==> src/rtl/serial_subtractor16.sv <==
// Bit-serial subtractor: computes A - B - BIN one bit per clock, LSB first,
// and presents difference, borrow, signed overflow and zero flags on completion.
module serial_subtractor16 #(
   parameter int WIDTH = 16
) (
   input  logic             Clock,
   input  logic             ResetN,
   input  logic             Start,
   input  logic [WIDTH-1:0] A,
   input  logic [WIDTH-1:0] B,
   input  logic             BIN,
   output logic             Busy,
   output logic             Done,
   output logic [WIDTH-1:0] Rezultati,
   output logic             BOUT,
   output logic             Overflow,
   output logic             Zero
);

   localparam int CNT_W = $clog2(WIDTH) + 1;
   localparam logic [CNT_W-1:0] LAST = CNT_W'(WIDTH - 1);

   localparam logic [1:0] IDLE = 2'd0;
   localparam logic [1:0] RUN  = 2'd1;
   localparam logic [1:0] DONE = 2'd2;

   logic [1:0]       state_q, state_d;
   logic [WIDTH-1:0] a_q, a_d;
   logic [WIDTH-1:0] b_q, b_d;
   logic             br_q, br_d;
   logic [WIDTH-1:0] diff_q, diff_d;
   logic [CNT_W-1:0] cnt_q, cnt_d;
   logic             a_msb_q, a_msb_d;
   logic             b_msb_q, b_msb_d;
   logic [WIDTH-1:0] res_q, res_d;
   logic             bout_q, bout_d;
   logic             ovf_q, ovf_d;
   logic             zero_q, zero_d;

   logic             bit_nx;
   logic             br_nx;
   logic [WIDTH-1:0] diff_nx;

   always_comb begin
      state_d = state_q;
      a_d     = a_q;
      b_d     = b_q;
      br_d    = br_q;
      diff_d  = diff_q;
      cnt_d   = cnt_q;
      a_msb_d = a_msb_q;
      b_msb_d = b_msb_q;
      res_d   = res_q;
      bout_d  = bout_q;
      ovf_d   = ovf_q;
      zero_d  = zero_q;

      // One full-subtractor slice on the current LSBs.
      bit_nx  = a_q[0] ^ b_q[0] ^ br_q;
      br_nx   = (~a_q[0] & b_q[0]) | (~(a_q[0] ^ b_q[0]) & br_q);
      diff_nx = {bit_nx, diff_q[WIDTH-1:1]};

      case (state_q)
         IDLE, DONE: begin
            if (Start) begin
               a_d     = A;
               b_d     = B;
               br_d    = BIN;
               a_msb_d = A[WIDTH-1];
               b_msb_d = B[WIDTH-1];
               diff_d  = '0;
               cnt_d   = '0;
               state_d = RUN;
            end else begin
               state_d = IDLE;
            end
         end
         RUN: begin
            a_d    = a_q >> 1;
            b_d    = b_q >> 1;
            br_d   = br_nx;
            diff_d = diff_nx;
            cnt_d  = cnt_q + CNT_W'(1);
            // Operand MSBs are shifted out by now, so overflow uses the captured copies.
            if (cnt_q == LAST) begin
               state_d = DONE;
               res_d   = diff_nx;
               bout_d  = br_nx;
               ovf_d   = (a_msb_q ^ b_msb_q) & (diff_nx[WIDTH-1] ^ a_msb_q);
               zero_d  = (diff_nx == '0);
            end
         end
         default: state_d = IDLE;
      endcase
   end

   always_ff @(posedge Clock or negedge ResetN) begin
      if (!ResetN) begin
         state_q <= IDLE;
         a_q     <= '0;
         b_q     <= '0;
         br_q    <= 1'b0;
         diff_q  <= '0;
         cnt_q   <= '0;
         a_msb_q <= 1'b0;
         b_msb_q <= 1'b0;
         res_q   <= '0;
         bout_q  <= 1'b0;
         ovf_q   <= 1'b0;
         zero_q  <= 1'b1;
      end else begin
         state_q <= state_d;
         a_q     <= a_d;
         b_q     <= b_d;
         br_q    <= br_d;
         diff_q  <= diff_d;
         cnt_q   <= cnt_d;
         a_msb_q <= a_msb_d;
         b_msb_q <= b_msb_d;
         res_q   <= res_d;
         bout_q  <= bout_d;
         ovf_q   <= ovf_d;
         zero_q  <= zero_d;
      end
   end

   assign Busy      = (state_q == RUN);
   assign Done      = (state_q == DONE);
   assign Rezultati = res_q;
   assign BOUT      = bout_q;
   assign Overflow  = ovf_q;
   assign Zero      = zero_q;

endmodule
==> config.mk <==
export PLATFORM = sky130hd
export DESIGN_NAME = serial_subtractor16
export DESIGN_NICKNAME = d
export VERILOG_FILES = /design/src/rtl/serial_subtractor16.sv
export SDC_FILE = /design/constraint.sdc
export NUM_CORES = 1
export LEC_CHECK = 0
export ABC_AREA = 1
export CORE_ASPECT_RATIO = 0.6
export CORE_UTILIZATION = 25
export DETAILED_ROUTE_END_ITERATION = 6
export HOLD_SLACK_MARGIN = 0.1
export SYNTH_ARGS = -nofsm -noshare
export SYNTH_HDL_FRONTEND = slang
export SYNTH_SLANG_ARGS = --single-unit
==> constraint.sdc <==
create_clock -name Clock -period 1.8 [get_ports Clock]
set_clock_uncertainty 0.05 [all_clocks]
set_input_delay 0.36 -clock Clock [delete_from_list [all_inputs] [get_ports Clock]]
set_output_delay 0.36 -clock Clock [all_outputs]
set_load 0.03 [all_outputs]
==> summary.txt, run 1 <==
CTS max path bufs: 2
R2R Setup Slk: 0.19 ns
final setup fails: 0
CP max FO: 2
Avg Inst Size Synth: 9.29 um2
starting density of the core: 0.261
critical path's slowest cell: clkdlybuf4s50_1
Final Cell Area: 4300 um2
Period Utilization, post-route: 0.982
storage element area: 1900 um2
first-pass GRT wire length: 12100 um
largest net degree at the start of global routing: 43
Syn-to-layout area delta: 33.7%
sequence of cells on the critical path: clkdlybuf4s50_1
PwrDens: 1760 nW/um2
vias per cell: 4.20
initial drt markers: 164
Hold WS: 0.364 ns
worst-margin pin slew: 0.340 ns
HP Class: in2async
Worst Setup Start Kind: flip-flop
Crit path required time: 1.39 ns
Setup Crit Path Kind: reg2out
Slew Viols, Final: 0
ANT cells: 0
count of different cell masters after synthesis: 22
GRT overflow: 0
#FFs+latches synth: 76
vias in the first global route: 2414
status: finished clean
number of warnings issued by yosys: 0
Worst Path Buf+Inv: 1
Post-DP HPWL: 5180 um
Pwr Total: 7.56 mW
layout cells sized above 1: 0.126
Mapped Area: 3210 um2
input/output buffers: 56
wire length per cell: 12.5 um
fmax: 0.565 GHz
Residual DRC: 0
Post-Place Worst Slack: 0.175 ns
Routed WL: 7190 um
clock tree root buffer cell: clkbuf_16
I/O pin cnt: 57
GP Congestion: 0.729
num rows: 31
max_cap viols: 0
max incr delay on CP: 0.67 ns
Post-CTS Setup Inserts: 0
Crit path arrival time: 1.36 ns
syn nets: 385
Final Hold Fails: 0
leak pwr: 2.06 nW
vias: 2425
CP Capture Type: primary output
Die H: 89.8 um
H-tree depth: 3
TNS Setup: 0 ns
Layout Nets: 446
CTS tree: yes
Mapped Cells: 346
register area share after synthesis: 0.592
most frequent cells in the layout: nand2_1, dfrtp_1, clkdlybuf4s50_1
FILL cells: 1191
most common cell after layout, fill and taps aside: nand2_1
worst skew pair latency: 0.33 ns
Reg clk slew, reported paths: 0.06 ns
area taken by multi-input logic gates: 1090 um2
clk sinks: 76
DIE WIDTH: 148 um
peak supply drop: 0.000549 V
Die Area: 13300 um2
CP delay by family, top: buffers and inverters
core area: 12300 um2
antenna violations before repair: 0
Period minus WS final: 1.77 ns
placed instance area: 3960 um2
RSZ-0062 raised after global routing: no
Total GRT Usage: 0.116
TritonCTS Buffers: 9
Routed Antenna Nets: 0
DRT Pass-1 Iters: 4
max_slew headroom: 0.773
final setup margin: 0.0316 ns
-- through the flow --
stage,util,cells
after global placement,0.322,560
after CTS,0.347,577
final,0.350,577
after floorplan,-,346
after global routing,0.350,577
after detailed placement,0.322,560
-- layer usage --
| layer | share of wire | track usage | vias to the layer above |
|---|---|---|---|
| li1 | - | - | 1228 |
| met1 | 0.50 | 0.156 | 1145 |
| met2 | 0.43 | 0.170 | 41 |
| met3 | 0.050 | 0.0325 | 11 |
| met4 | 0.020 | 0.0567 | 0 |
| met5 | 0 | 0 | - |
-- sequential cells by signal, indices dropped and copies added (netlist names) --
name,count
b_msb_q,1
a_msb_q,1
Zero,1
BOUT,1
Overflow,1
b_q,16
state_q,2
a_q,16
Rezultati,16
cnt_q,5
diff_q,15
br_q,1
-- repair_timing --
| item | 4_1_cts | 5_1_grt |
|---|---|---|
| hold buffers | 1 | 0 |
| endpoints found under the hold margin | 25 | 0 |
| setup endpoints to repair | 3 | 11 |
| gates resized for setup | 3 | 11 |
-- cell usage after synthesis --
cell type | count | share of area
inv_2 | 2 | 0.0023
o21ai_1 | 2 | 0.0031
nand2_1 | 128 | 0.15
nor2_1 | 16 | 0.019
nand3_1 | 32 | 0.050
inv_4 | 2 | 0.0039
nand2_4 | 2 | 0.0070
buf_2 | 8 | 0.012
o21ai_2 | 17 | 0.046
dfrtp_1 | 75 | 0.58
dfstp_2 | 1 | 0.0082
inv_1 | 24 | 0.028
buf_1 | 1 | 0.0012
nor3_1 | 1 | 0.0016
fa_1 | 1 | 0.0062
nand2_2 | 2 | 0.0039
ha_1 | 2 | 0.0078
o21ai_0 | 4 | 0.0062
o22ai_1 | 16 | 0.031
o211ai_1 | 2 | 0.0047
buf_6 | 6 | 0.021
a21oi_1 | 2 | 0.0031
-- area by class of cell --
cell class	instances	share of cell area
Timing Repair Buffer	65	0.160
Inverter	28	0.0256
Tap cell	165	0.0480
Clock buffer	10	0.0556
Sequential cell	76	0.443
Multi-Input combinational cell	227	0.253
Clock inverter	6	0.0148
-- cells by family (layout without fill, tap and decap cells) --
| logic type | Yosys count | count (layout) | share of synthesized area |
|---|---|---|---|
| buffers and inverters | 43 | 109 | 0.0689 |
| adder cells (fa/ha/maj) | 3 | 3 | 0.0140 |
| flip-flops | 76 | 76 | 0.592 |
| AND/OR/NAND/NOR | 181 | 181 | 0.230 |
| AO/OA/AOI/OAI | 43 | 43 | 0.0946 |
-- worst paths after layout --
path | cells past startpoint | end | start
min in group Clock | 2 | Zero$_DFFE_PN1P_ | Zero$_DFFE_PN1P_
worst max-delay path | 1 | Rezultati[4] | Rezultati[4]$_DFFE_PN0P_
worst min-delay path | 2 | Rezultati[2]$_DFFE_PN0P_ | ResetN
worst max register to register | 8 | Rezultati[4]$_DFFE_PN0P_ | cnt_q[0]$_DFFE_PN0P_
max in group asynchronous | 3 | a_msb_q$_DFFE_PN0P_ | ResetN
worst min register to register | 2 | Zero$_DFFE_PN1P_ | Zero$_DFFE_PN1P_
-- power by group --
| part | switching (mW) | internal, mW | total (mW) | leakage (nW) |
|---|---|---|---|---|
| Clock | 0.689 | 1.11 | 1.80 | 0.144 |
| Sequential | 0.394 | 2.45 | 2.84 | 0.920 |
| Combinational | 1.80 | 1.12 | 2.92 | 0.994 |
| Total | 2.89 | 4.67 | 7.56 | 2.06 |
Power figures use the tool's default switching activity.
==> run 2, diff against run 1 <==
--- a/config.mk
+++ b/config.mk
@@ -10,6 +10,8 @@
 export CORE_UTILIZATION = 25
 export DETAILED_ROUTE_END_ITERATION = 6
 export HOLD_SLACK_MARGIN = 0.1
+export PLACE_DENSITY_LB_ADDON = 0.08
+export REMOVE_ABC_BUFFERS = 1
 export SYNTH_ARGS = -nofsm -noshare
 export SYNTH_HDL_FRONTEND = slang
 export SYNTH_SLANG_ARGS = --single-unit
==> run 2 against run 1 <==
Register-to-register slack better by 0.07 ns; sequential cell count unchanged; core utilization up 0.36 points; fmax up 1.7%; clock power about the same; first-iteration DRC count down 52%; wire length down 1.6%; power down 0.41%; hold slack better by 0.057 ns; largest cell class unchanged; largest power group unchanged.
==> summary.txt, run 2 (synthesis gave the netlist of run 1 again) <==
Worst Path Buf+Inv: 1
core area: 12300 um2
DRT Pass-1 Iters: 4
Routed Antenna Nets: 0
CTS tree: yes
Worst path depth: 1
RR Endpoint: Rezultati[2]$_DFFE_PN0P_
TNS Setup: 0 ns
worst skew pair latency: 0.33 ns
Die Area: 13300 um2
leak pwr: 2.08 nW
Post-CTS Setup Inserts: 0
CP Launch Point: Rezultati[7]$_DFFE_PN0P_
Flop pwr share: 0.375
critical path's slowest cell: clkdlybuf4s50_1
Worst Setup Start Kind: flip-flop
Post-DP HPWL: 4850 um
Layout Nets: 446
Total GRT Usage: 0.118
I/O pin cnt: 57
worst-case reg-to-reg path depth: 8
GP Congestion: 0.673
Crit path arrival time: 1.33 ns
antenna violations before repair: 0
first-pass GRT wire length: 12000 um
clk sinks: 76
worst reg2reg startpoint: cnt_q[0]$_DFFE_PN0P_
largest net degree at the start of global routing: 38
CP max FO: 2
fin cells: 577
dpl cells: 560
H-tree depth: 3
sequence of cells on the critical path: clkdlybuf4s50_1
status: finished clean
initial drt markers: 79
TritonCTS Buffers: 9
Final Hold Fails: 0
Die H: 89.8 um
peak supply drop: 0.000604 V
GRT overflow: 0
most common cell after layout, fill and taps aside: nand2_1
Crit path required time: 1.39 ns
CP Capture Type: primary output
area taken by multi-input logic gates: 1090 um2
Slew Viols, Final: 0
DIE WIDTH: 148 um
Setup Crit Path Kind: reg2out
storage element area: 1900 um2
Comb pwr share: 0.385
Residual DRC: 0
crit path to: Rezultati[7]
num rows: 31
FILL cells: 1268
HP Class: reg2reg
Final Core Density: 0.353
most frequent cells in the layout: nand2_1, dfrtp_1, clkdlybuf4s50_1
fmax: 0.575 GHz
input/output buffers: 56
Routed WL: 7080 um
Syn-to-layout area delta: 35.1%
R2R Setup Slk: 0.26 ns
Cell Int Power: 4.73 mW
max_cap viols: 0
ANT cells: 0
Period minus WS final: 1.74 ns
worst-margin pin slew: 0.515 ns
vias per cell: 4.16
max_slew headroom: 0.657
vias in the first global route: 2349
Reg clk slew, reported paths: 0.05 ns
clock tree root buffer cell: clkbuf_16
Clk pwr share: 0.241
Hold WS: 0.421 ns
PwrDens: 1730 nW/um2
CP delay by family, top: buffers and inverters
starting density of the core: 0.261
max incr delay on CP: 0.66 ns
layout cells sized above 1: 0.124
Period Utilization, post-route: 0.966
Sw Share: 0.372
vias: 2399
NetSw: 2.80 mW
wire length per cell: 12.3 um
CTS max path bufs: 2
RSZ-0062 raised after global routing: no
final setup fails: 0
-- run 2: changes by cell type in the layout (fill, tap and decap cells not counted), moves of 2 or more --
cell             change
buf_4                -3
clkdlybuf4s50_1      -4
dlymetal6s2s_1       +2
buf_12               +3
dlygate4sd2_1        +2
-- run 2: per-stage QoR --
stage	worst slack [ns]	cell area [um2]	power, mW
finish	0.0604	4340	7.53
global route	0.00974	4340	8.17
CTS	0.00206	4310	7.71
detailed placement	0.173	4000	5.85
global placement	0.199	4000	5.83
floorplan	0.159	3100	4.73
-- run 2: routing by layer --
| layer | GRT usage | wire (um) |
|---|---|---|
| met5 | 0 | 0 |
| met3 | 0.0477 | 297 |
| met1 | 0.174 | 3800 |
| met2 | 0.155 | 2930 |
| met4 | 0.0309 | 57 |
-- run 2: timing repair --
item	in CTS	in global routing
setup endpoints to repair	5	14
gates resized for setup	5	14
hold buffers	1	0
hold endpoints to repair	34	0
-- run 2: how the worst min path moves through the flow --
stage,startpoint,to,depth (start not counted)
6_report,b_q[15]$_DFFE_PN0P_,b_q[15]$_DFFE_PN0P_,2
5_1_grt,b_q[11]$_DFFE_PN0P_,b_q[11]$_DFFE_PN0P_,2
4_1_cts,b_q[15]$_DFFE_PN0P_,b_q[15]$_DFFE_PN0P_,2
3_5_place_dp,ResetN,Rezultati[6]$_DFFE_PN0P_,1
3_3_place_gp,ResetN,Rezultati[4]$_DFFE_PN0P_,1
2_1_floorplan,ResetN,BOUT$_DFFE_PN0P_,0
-- run 2: area by class of cell --
type,count,area share
timing repair buffer,65,0.167
sequential,76,0.438
clock inverter,4,0.0109
multi-input combinational,227,0.251
tap,165,0.0475
inverter,28,0.0259
clock buffer,12,0.0591
-- run 2: power by group through the flow --
stage / combinational [mW] / sequential [mW] / clock [mW]
finish: 2.90 / 2.82 / 1.81
global route: 3.28 / 2.93 / 1.97
CTS: 2.99 / 2.84 / 1.88
detailed placement: 2.99 / 2.86 / 0
global placement: 2.97 / 2.86 / 0
floorplan: 1.63 / 3.10 / 0
==> patch 1: new RTL, flow settings as in run 2 <==
Make the reset (`ResetN`) synchronous in one clocked block.
--- a/src/rtl/serial_subtractor16.sv
+++ b/src/rtl/serial_subtractor16.sv
@@ -96,3 +96,3 @@
 
-   always_ff @(posedge Clock or negedge ResetN) begin
+   always_ff @(posedge Clock) begin
       if (!ResetN) begin
Formal check against the unedited RTL: differs if ResetN is asserted again (counterexample within 4 cycles, from zero or initial values and one cycle with ResetN low); with ResetN held inactive, the same outputs for 10 cycles.
==> patch 1 against run 2 <==
- cell area up 2.7%
- worst setup slack worse by 0.012 ns
- utilization is 0.83 points lower
- sequential cell count is the same
- critical path type unchanged
- area after synthesis grew 3.8%
- wire length up 31%
- non-clock buffer count is 13 higher
- largest cell class unchanged
- critical endpoint is now Rezultati[13]
Power is not compared: it rests on default switching activity, and its combinational part moved more than twofold at a synthesized area within 25%.
==> patch 1: results (changes against run 2) <==
Finish
  • Nonclk buf count: 78 (+20%)
  • Fin util: 34.5% (-0.83 points)
  • Layout net count: 567 (+27%)
  • Fin cells: 703 (+22%)
  • Multi-input comb cells: 313 (+38%)
  • Clock Network Area Fraction: 6.06% (-0.94 points)
  • Seq/total area: 34.2% (-9.7 points)
  • Fillers: 1408 (+11%)
  • Multi-input combinational area share: 33.0% (+7.9 points)
  • Nonclk inv count: 50 (+79%)
  • Signal buffers share of area: 17.8% (+1.0 points)
  • Fraction of layout cells with a size suffix above 1: 10.1% (-2.2 points)

Status
  • Status: finished clean

STA
  • Final critical-path share of the clock period: 97.3% (+0.68 points)
  • Slew @ Worst Pin: 0.377 ns (-0.138 ns)

Setup path
  • R2R setup slack: 0.16 ns (-0.10 ns)
  • FF-to-FF Start: cnt_q[0]$_SDFFE_PN0P_
  • Crit Reg-Reg Endpoint: Zero$_SDFFE_PN1P_
  • CP startpoint: Rezultati[13]$_SDFFE_PN0P_

Route
  • Routed wl met3: 384 µm (+29%)
  • 1st-iter DRT viols: 146 (+85%)
  • WL final: 9310 µm (+31%)
  • Met2 routed WL: 3790 µm (+30%)
  • Routed length on met1: 5030 µm (+33%)

Floorplanning
  • Core area: 0.0129 mm² (+5.2%)

Logic synthesis
  • Most area-consuming cells after synthesis: dfxtp_1 (46%), nand3_1 (15%), nand2_1 (12%)
  • Primary FF master, synth: dfxtp_1
  • Avg Cell Area, Syn: 7.04 µm² (-24%)
  • Netlist cell types: 21 (-4.5%)
  • Top cells by count, synth: nand2_1 (109), nand3_1 (99), dfxtp_1 (76), a21oi_1 (68), inv_1 (46)
  • Async SR Flop Fraction: 0% (-100 points)
  • Synth Area in Adders: 1.35% (-0.051 points)
  • Sequential-to-total area share from yosys stat: 45.6% (-14 points)

Global routing
  • Total GRT Usage: 14.5% (+2.8 points)
  • Largest net degree at the start of global routing: 44 (+16%)
  • GR Layer Usage met2: 20.0% (+4.5 points)
  • Vias in the first global route: 2997 (+28%)
  • Met3 usage: 3.97% (-0.80 points)

Place
  • Placer congestion estimate: 0.707 (+5.0%)
  • Worst slack at placement: -0.0228 ns (-0.196 ns)
  • Detail Placement HPWL: 6150 µm (+27%)

Worst hold path
  • Hold_sp: cnt_q[4]$_SDFFE_PN0P_
  • Worst Hold End: cnt_q[4]$_SDFFE_PN0P_
-- patch 1: changes by cell type after synthesis, sizes merged, moves of 20 or more --
cell	before	now
dfrtp	75	0
dfxtp	0	76
nand3	32	99
nand2	132	112
inv	28	50
a21oi	2	68
-- patch 1: power by group --
| part | leakage [nW] | internal, mW | switching, mW | total (mW) |
|---|---|---|---|---|
| registers | 0.619 | 1.75 | 0.0355 | 1.78 |
| logic | 1.05 | 0.214 | 0.275 | 0.488 |
| clock network | 0.135 | 0.961 | 0.693 | 1.65 |
| total | 1.81 | 2.92 | 1.00 | 3.92 |
-- patch 1: cell families (layout without fill, tap and decap cells) --
logic type | count (synthesis) | in the layout
fa+ha+maj | 3 | 3
compound gates | 76 | 76
flops | 76 | 76
simple gates | 234 | 234
buf+inv | 85 | 144
-- patch 1: what timing repair did --
item                                    4_1_cts  5_1_grt
pin swaps                                     0        1
hold endpoints to repair                      0        0
endpoints found under the setup margin        4       23
setup buffers                                 0        1
gates resized for setup                       6       12
==> patch 2: new RTL, flow settings as in run 2 <==
Made on the original files. Change the parameter `WIDTH` from 16 to 8.
--- a/src/rtl/serial_subtractor16.sv
+++ b/src/rtl/serial_subtractor16.sv
@@ -3,3 +3,3 @@
 module serial_subtractor16 #(
-   parameter int WIDTH = 16
+   parameter int WIDTH = 8
 ) (
Ports: changed (resized A, B and Rezultati); port bits go from 57 to 33. The function was not compared with the original's and may differ.
==> patch 2 against run 2 <==
- cell area down 44%
- utilization down 1.6 points
- sequential cell count down 33
- cell count down 40%
- non-clock buffer count down 29
- wire length down 43%
- sequential share of layout area up 0.15 points
- power down 41%
- area after synthesis down 41%
- synthesized cell count down 40%
- worst setup slack better by 0.024 ns
- critical path type unchanged
==> patch 2: results (changes against run 2) <==
Status
  • Status: finished clean

Global routing
  • Largest net degree at the start of global routing: 44 (+16%)
  • Antenna violations before repair: 0 (unchanged)
  • Total GRT Usage: 11.3% (-0.44 points)
  • First-pass GRT wire length: 6860 µm (-43%)
  • Vias in the first global route: 1363 (-42%)

Power and ir drop
  • Combinational share of power: 42.6% (+4.1 points)
  • Worst IR Drop VDD: 0.472 mV (-22%)
  • Power per standard cell area: 1800 mW/mm² (+4.0%)
  • Sw Pwr: 1.78 mW (-36%)
  • Clk pwr share: 19.4% (-4.7 points)
  • Leakage: 1.17 nW (-44%)

Route
  • DR pass1 iterations: 6 (+2)
  • 1st-iter DRT viols: 32 (-59%)
  • Drt via density: 4.01 (-3.7%)
  • WL/cell: 11.6 µm (-5.8%)
  • DRT antenna net count: 0 (unchanged)

Setup path
  • CP Max Fanout: 2 (unchanged)
  • Critical path's slowest cell: clkdlybuf4s50_1
  • Worst path max stage delay: roughly 0.67 ns
  • Crit Reg-Reg Endpoint: Overflow$_DFFE_PN0P_
  • Cell family with most CP delay: buffers and inverters
  • FF-to-FF Start: a_q[0]$_DFFE_PN0P_
  • Cells on worst reg2reg path: 6 (-2)
  • Arr. time, crit path: 1.31 ns (-0.02 ns)
  • CP startpoint: Rezultati[6]$_DFFE_PN0P_
  • R2R setup slack: 0.29 ns (+0.03 ns)
  • Worst Setup EP: Rezultati[6]
  • CP Class: reg -> out

STA
  • Final WS setup: 0.0840 ns (+0.0237 ns)
  • Worst relative slew slack: 76.0% (+10 points)
  • Fin Hold WS: 0.417 ns (-0.00377 ns)

Place
  • Placed cell area: 0.00230 mm² (-43%)
  • Detail Placement HPWL: 2770 µm (-43%)
  • Port Buffers: 32 (-43%)
  • Worst slack at placement: 0.224 ns (+0.0516 ns)
  • Dpl cells: 338 (-40%)
  • Placer congestion estimate: 0.656 (-2.5%)

Logic synthesis
  • Sequential-to-total area share from yosys stat: 57.2% (-2.0 points)
  • Warnings from Yosys: 0 (unchanged)
  • Top cells by count, synth: nand2_1 (78), dfrtp_1 (42), nand3_1 (19), inv_1 (15), nor2_1 (8)
  • Async SR Flop Fraction: 100% (unchanged)
  • Most area-consuming cells after synthesis: dfrtp_1 (56%), nand2_1 (16%), nand3_1 (5.0%)
  • Avg Cell Area, Syn: 9.14 µm² (-1.6%)
  • Netlist cell types: 22 (unchanged)

Finish
  • Fraction of layout cells with a size suffix above 1: 13.2% (+0.79 points)
  • Layout net count: 265 (-41%)
  • Fin cells: 347 (-40%)
  • Fillers: 797 (-37%)
  • Ant. Diodes: 0 (unchanged)

Clock tree
  • Max Buffers Root-to-Sink: 2 (unchanged)
  • Clk slew on worst S/H paths: 0.06 ns
  • Root Buffer: clkbuf_16
  • Worst skew pair latency: 0.28 ns (-0.05 ns)
  • Post-CTS Setup Bufs: 0 (unchanged)
  • TritonCTS Buffers: 5 (-4)
  • Number of H-tree levels: 2 (-1)

Worst hold path
  • Hold_sp: Zero$_DFFE_PN1P_
## patch 2: cell types whose count changed in the layout (fill, tap and decap cells not counted), sizes merged, moves of 2 or more
cell	change
nand2	-49
o211ai	-2
o22ai	-9
nor2	-6
clkbuf	-7
dlygate4sd2	-3
clkdlybuf4s50	-9
inv	-10
dfrtp	-33
dlymetal6s2s	-12
o21ai	-10
buf	-5
nand3	-13
## patch 2: cell type report
class / count / area, µm² / area share [%]
sequential: 43 / 1080 / 44.0
multi-input combinational: 138 / 677 / 27.6
timing repair buffer: 36 / 358 / 14.6
tap: 104 / 130 / 5.31
clock buffer: 5 / 125 / 5.11
inverter: 18 / 67.6 / 2.76
clock inverter: 3 / 15.0 / 0.613
## patch 2: kinds of logic (layout without fill, tap and decap cells)
group	count (synthesis)	after routing	synth area share (%)
adders and majority gates	3	3	2.79
buffers and inverters	25	62	6.84
and+or+nand+nor	114	114	25.7
DFF	43	43	57.2
AOI/OAI and AO/OA	21	21	7.44
## patch 2: worst min-delay path by stage
stage | endpoint | cells after the start
floorplan | BOUT$_DFFE_PN0P_ | 0
global placement | b_q[3]$_DFFE_PN0P_ | 2
detailed placement | b_q[3]$_DFFE_PN0P_ | 2
CTS | Zero$_DFFE_PN1P_ | 2
global route | Overflow$_DFFE_PN0P_ | 2
finish | Zero$_DFFE_PN1P_ | 2
## patch 2: what timing repair did
action / CTS / global route
hold buffers: 1 / 0
setup endpoints to repair: 2 / 1
endpoints found under the hold margin: 42 / 0
gates resized for setup: 2 / 1
## patch 2: per-layer routing
| metal | vias up | wire length [µm] | global-route usage [%] |
|---|---|---|---|
| met3 | 2 | 215 | 3.85 |
| li1 | 724 | - | - |
| met5 | - | 0 | 0 |
| met1 | 640 | 2170 | 17.2 |
| met2 | 24 | 1600 | 14.6 |
| met4 | 0 | 27 | 3.75 |
